--- src/rtl/alarm_ctrl.sv ---
// alarm_ctrl: alarm state machine downstream of the time/alarm comparator.
// It rings on a qualified match pulse and times the ring and snooze periods
// from the 1 Hz sec_tick strobe. It also handles bounded snoozes and user stop.
// All outputs are decoded from registers only.
module alarm_ctrl #(
    parameter int RING_TIMEOUT_S = 60,   // 1..1023
    parameter int SNOOZE_S       = 300,  // 1..1023
    parameter int MAX_SNOOZE     = 3     // 0..3
) (
    input  logic       clk,
    input  logic       rst,
    input  logic       H,
    input  logic       sec_tick,
    input  logic       en,
    input  logic       snooze_btn,
    input  logic       stop_btn,
    output logic       buzz,
    output logic       ringing,
    output logic       snoozing,
    output logic [1:0] state,
    output logic [1:0] snooze_cnt
);

    typedef enum logic [1:0] {
        ST_IDLE    = 2'd0,
        ST_RINGING = 2'd1,
        ST_SNOOZE  = 2'd2,
        ST_BAD     = 2'd3
    } state_t;

    // Terminal counts: the timer runs 0..N-1, so the tick seen at N-1 ends the period.
    localparam logic [9:0] RING_LAST   = 10'(RING_TIMEOUT_S - 1);
    localparam logic [9:0] SNOOZE_LAST = 10'(SNOOZE_S - 1);
    localparam logic [1:0] SNOOZE_MAX  = 2'(MAX_SNOOZE);

    state_t     state_reg, state_next;
    logic [9:0] timer_reg, timer_next;
    logic [1:0] snooze_cnt_reg, snooze_cnt_next;
    logic       beep_phase_reg, beep_phase_next;

    // State register; reset overrides every other input.
    always_ff @(posedge clk) begin
        if (rst) begin
            state_reg      <= ST_IDLE;
            timer_reg      <= 10'd0;
            snooze_cnt_reg <= 2'd0;
            beep_phase_reg <= 1'b0;
        end else begin
            state_reg      <= state_next;
            timer_reg      <= timer_next;
            snooze_cnt_reg <= snooze_cnt_next;
            beep_phase_reg <= beep_phase_next;
        end
    end

    // Next-state logic. Within each active state, earlier branches take priority.
    // Every return to IDLE clears the whole event context.
    always_comb begin
        state_next      = state_reg;
        timer_next      = timer_reg;
        snooze_cnt_next = snooze_cnt_reg;
        beep_phase_next = beep_phase_reg;

        case (state_reg)
            ST_IDLE: begin
                // A match while disarmed is dropped; buttons and ticks do nothing here.
                if (H && en) begin
                    state_next      = ST_RINGING;
                    timer_next      = 10'd0;
                    snooze_cnt_next = 2'd0;
                    beep_phase_next = 1'b1;
                end
            end

            ST_RINGING: begin
                if (!en || stop_btn) begin
                    state_next      = ST_IDLE;
                    timer_next      = 10'd0;
                    snooze_cnt_next = 2'd0;
                    beep_phase_next = 1'b0;
                end else if (snooze_btn && (snooze_cnt_reg < SNOOZE_MAX)) begin
                    // This snooze outranks a timeout tick that arrives in the same cycle.
                    state_next      = ST_SNOOZE;
                    timer_next      = 10'd0;
                    snooze_cnt_next = snooze_cnt_reg + 2'd1;
                end else if (sec_tick) begin
                    if (timer_reg == RING_LAST) begin
                        state_next      = ST_IDLE;
                        timer_next      = 10'd0;
                        snooze_cnt_next = 2'd0;
                        beep_phase_next = 1'b0;
                    end else begin
                        timer_next      = timer_reg + 10'd1;
                        beep_phase_next = ~beep_phase_reg;
                    end
                end
            end

            ST_SNOOZE: begin
                if (!en || stop_btn) begin
                    state_next      = ST_IDLE;
                    timer_next      = 10'd0;
                    snooze_cnt_next = 2'd0;
                    beep_phase_next = 1'b0;
                end else if (sec_tick) begin
                    if (timer_reg == SNOOZE_LAST) begin
                        // Ringing restarts with the buzzer on, with a fresh ring timer.
                        state_next      = ST_RINGING;
                        timer_next      = 10'd0;
                        beep_phase_next = 1'b1;
                    end else begin
                        timer_next = timer_reg + 10'd1;
                    end
                end
            end

            default: begin
                // Recover from the unused encoding on the next clock.
                state_next      = ST_IDLE;
                timer_next      = 10'd0;
                snooze_cnt_next = 2'd0;
                beep_phase_next = 1'b0;
            end
        endcase
    end

    // Output decode from registers only.
    assign ringing    = (state_reg == ST_RINGING);
    assign snoozing   = (state_reg == ST_SNOOZE);
    assign buzz       = (state_reg == ST_RINGING) && beep_phase_reg;
    assign state      = state_reg;
    assign snooze_cnt = snooze_cnt_reg;

endmodule

--- config.mk ---
export PLATFORM = sky130hd
export DESIGN_NAME = alarm_ctrl
export DESIGN_NICKNAME = d
export VERILOG_FILES = /design/src/rtl/alarm_ctrl.sv
export SDC_FILE = /design/constraint.sdc
export NUM_CORES = 1
export LEC_CHECK = 0
export CAP_MARGIN = 0
export CORE_AREA = 3 3 50 52
export DETAILED_ROUTE_END_ITERATION = 10
export DIE_AREA = 0 0 53 55
export GPL_TIMING_DRIVEN = 0
export HOLD_SLACK_MARGIN = 0.03
export PLACE_DENSITY = 0.7
export SLEW_MARGIN = 20
export SYNTH_ARGS = -nofsm -noshare
export SYNTH_HDL_FRONTEND = slang
export SYNTH_SLANG_ARGS = --single-unit
--- constraint.sdc ---
create_clock -name clk -period 3.9 [get_ports clk]
set_input_delay 1.17 -clock clk [delete_from_list [all_inputs] [get_ports clk]]
set_output_delay 1.17 -clock clk [all_outputs]
set_load 0.005 [all_outputs]
==> parameters.txt <==
Parameter                              Value

Final layout
  Layout area overhead    18.97%
  Antenna diode instance count    0
  Fillers    207
  Number of flip-flops in the largest register    10
  Final core utilization    56.26%
  Final Cell Area    1209 um2
  Number of nets in the layout    153
  Share of final-layout standard cells stronger than drive strength 1    7.914%

Place
  Detailed placement HPWL    1.741 mm
  Total cell area at the placement stage    1181 um2
  Routability Congestion    0.8133
  I/O Buffers    13

Route
  Via density per instance    5.772
  Average detailed-routed wire length per instance    13.96 um
  DRC errors left    0
  Number of nets still failing antenna checks after routing    0
  1st-iter DRT viols    34
  Final wirelength    2.331 mm
  DR pass1 iterations    4
  Total number of vias    964

Die
  Starting Density    47.29%
  Vertical extent of the die    55 um
  Die ar.    2915 um2
  Standard cell core area    2148 um2
  Width of the die    53 um
  Num ports    14
  Row cnt    17

Synth
  Number of nets produced by synthesis    135
  Predominant post-synthesis flop cell    sky130_fd_sc_hd__dfxtp_1
  Number of enable-type register cells in the synthesized netlist    0
  #FFs+latches synth    15
  Cell area after synthesis    1016 um2
  Top-area cell type share of the netlist area    29.56%
  Instance count of the mapped netlist    122
  Register area share after synthesis    29.56%
  Dominant cell type by area after synthesis    sky130_fd_sc_hd__dfxtp_1
  Async S/R FF share, synth    0%
  Average cell area after synthesis    8.328 um2
  Count of yosys warnings during synthesis    0
  Leading cell types by total area after synthesis    sky130_fd_sc_hd__dfxtp_1 (30%), sky130_fd_sc_hd__ha_1 (7.4%), sky130_fd_sc_hd__nand4_1 (4.3%), sky130_fd_sc_hd__xnor2_1 (4.3%), sky130_fd_sc_hd__nand2_1 (4.1%)
  Count of unique library cells instantiated by Yosys    37

Worst setup path
  Crit Path Category    input pin to flop
  Kind of end point of the critical path    flop
  Worst path required time    4.09 ns
  Maximum net fanout on the critical path    10
  Reg2Reg Setup Slack    1.67 ns
  CP Data Arrival Time    3.18 ns
  Critical Path Source Type    input pin

Timing
  Post-route clock period utilization    76.43%
  Number of setup violations in the final report    0
  Setup_tns    0 ns
  Fmax    0.3355 GHz
  Hold Fails Final Rpt    0
  Hold slack    0.4853 ns
  Worst-case clock skew    0.0005895 ns
  Post-layout min period    2.981 ns
  Pins Over Slew Limit    0
  Actual slew at the worst max-slew pin    0.6443 ns
  Setup repair after global routing missed its margin    false
  Max-slew headroom at the worst pin    56.89%

Clock tree
  Number of buffers inserted for hold repair after clock tree synthesis    0
  Clock tree from TritonCTS    built
  Bufs on Longest Clock Path    2
  Number of buffers added by the clock tree synthesis step    3
  CTS H-Tree Depth    1
  TritonCTS Sinks    15
  Clock slew at reported path FFs    0.10 ns
  Buffer type at the clock tree root    sky130_fd_sc_hd__clkbuf_4
  Number of gates given a new drive strength after cts    0
  Clock latency on the worst-skew pair    0.28 ns
  Post-CTS setup-driven buffer insertion count    0

Global routing
  Vias in the first global route    926
  Maximum number of pins on one net before global-route repair    11
  Number of antenna violations at the first check in global routing    0
  All-Layer GR Usage    17.76%
  Overflow after GRT    0
  Wire length of the first global-routing pass    3.822 mm

Power and ir drop
  Overall power consumption    337.6 uW
  Worst supply voltage drop on vdd    0.0001656 V
  Static Leak    0.4018 nW
  Power per Cell Area    279.3 nW/um2

Hold path
  Kind of path behind the tightest hold check    flop to flop

Outcome
  Run status    finished clean

Job
  Maximum capacitance violations    0
## critical path, cell delays in order
cell and delay (ns):
sky130_fd_sc_hd__clkdlybuf4s50_1 0.49, sky130_fd_sc_hd__nor2b_1 0.37, sky130_fd_sc_hd__a31oi_1 0.14, sky130_fd_sc_hd__o221ai_1 0.28, sky130_fd_sc_hd__buf_2 0.27, sky130_fd_sc_hd__nand2_1 0.16, sky130_fd_sc_hd__a211oi_1 0.28
## cells by family (layout without fill, tap and decap cells)
logic type / Yosys count / in the layout / synth area share (%)
simple gates: 57 / 57 / 35.47
compound gates: 28 / 28 / 17.49
flops: 15 / 15 / 29.56
buf+inv: 10 / 27 / 4.802
fa+ha+maj: 6 / 6 / 7.389
xor+xnor: 5 / 5 / 4.310
mux: 1 / 1 / 0.9853
## stage by stage
stage          setup slack (ns)  instances
2_1_floorplan             1.382        122
3_3_place_gp             0.7222        163
3_5_place_dp             0.6725        163
4_1_cts                  0.9367        167
5_1_grt                  0.7145        167
6_report                 0.9191        167
## power by group
| group | internal, mW | switching, mW | total [mW] |
|---|---|---|---|
| registers | 0.157 | 0.00379 | 0.161 |
| clock network | 0.0380 | 0.0533 | 0.0913 |
| logic | 0.0370 | 0.0482 | 0.0852 |
| total | 0.232 | 0.105 | 0.338 |
## path summary, 6_finish.rpt
| check | startpoint | cells past startpoint | endpoint |
|---|---|---|---|
| worst min-delay path | beep_phase_reg | 2 | beep_phase_reg |
| worst max register to register | state[0] | 8 | state[1] |
| worst min register to register | beep_phase_reg | 2 | beep_phase_reg |
| worst max-delay path | en | 7 | timer_reg[6] |
## area by class of cell
cell class                      instances  area, um2  share of cell area [%]
Multi-Input combinational cell         97      666.9                   55.18
Clock inverter                          1      5.005                  0.4141
Buffer                                  7      37.54                   3.106
Inverter                                3      11.26                  0.9317
Sequential cell                        15      300.3                   24.84
Tap cell                               28      35.03                   2.899
Timing Repair Buffer                   13      130.1                   10.77
Clock buffer                            3      22.52                   1.863
## metal layers
layer | vias to the layer above | wire (um) | global-route usage [%]
met5 | - | 0 | 0
met1 | 434 | 1040 | 19.29
li1 | 496 | - | -
met3 | 8 | 113 | 3.753
met4 | 0 | 49 | 8.511
met2 | 26 | 1127 | 32.85
## cells in the mapped netlist (2+ instances only)
cell and count:
sky130_fd_sc_hd__xnor2_1 5, sky130_fd_sc_hd__nand2b_1 3, sky130_fd_sc_hd__nand4_1 7, sky130_fd_sc_hd__a21oi_1 8, sky130_fd_sc_hd__clkbuf_1 3, sky130_fd_sc_hd__nand3_1 4
sky130_fd_sc_hd__ha_1 6, sky130_fd_sc_hd__nor2b_1 4, sky130_fd_sc_hd__o31ai_1 3, sky130_fd_sc_hd__a31oi_1 4, sky130_fd_sc_hd__a211oi_1 5, sky130_fd_sc_hd__nor3_1 4
sky130_fd_sc_hd__or4_1 2, sky130_fd_sc_hd__buf_2 3, sky130_fd_sc_hd__o21ai_0 4, sky130_fd_sc_hd__nor2_1 7, sky130_fd_sc_hd__nor4_1 3, sky130_fd_sc_hd__nand4b_1 2
sky130_fd_sc_hd__dfxtp_1 15, sky130_fd_sc_hd__nand2_1 11, sky130_fd_sc_hd__inv_1 3
## placed cells by master, fill, tap and decap left out, drive strengths merged, types with 4 or more instances in the layout
master | netlist | routed
dfxtp | 15 | 15
clkdlybuf4s50 | 0 | 13
nand2 | 11 | 11
a21oi | 8 | 8
nor2 | 7 | 7
nand4 | 7 | 7
ha | 6 | 6
clkbuf | 3 | 6
xnor2 | 5 | 5
a211oi | 5 | 5
nor2b | 4 | 4
a31oi | 4 | 4
nand3 | 4 | 4
o21ai | 4 | 4
nor3 | 4 | 4
buf | 4 | 4
nor4 | 4 | 4
Power figures use the tool's default switching activity.
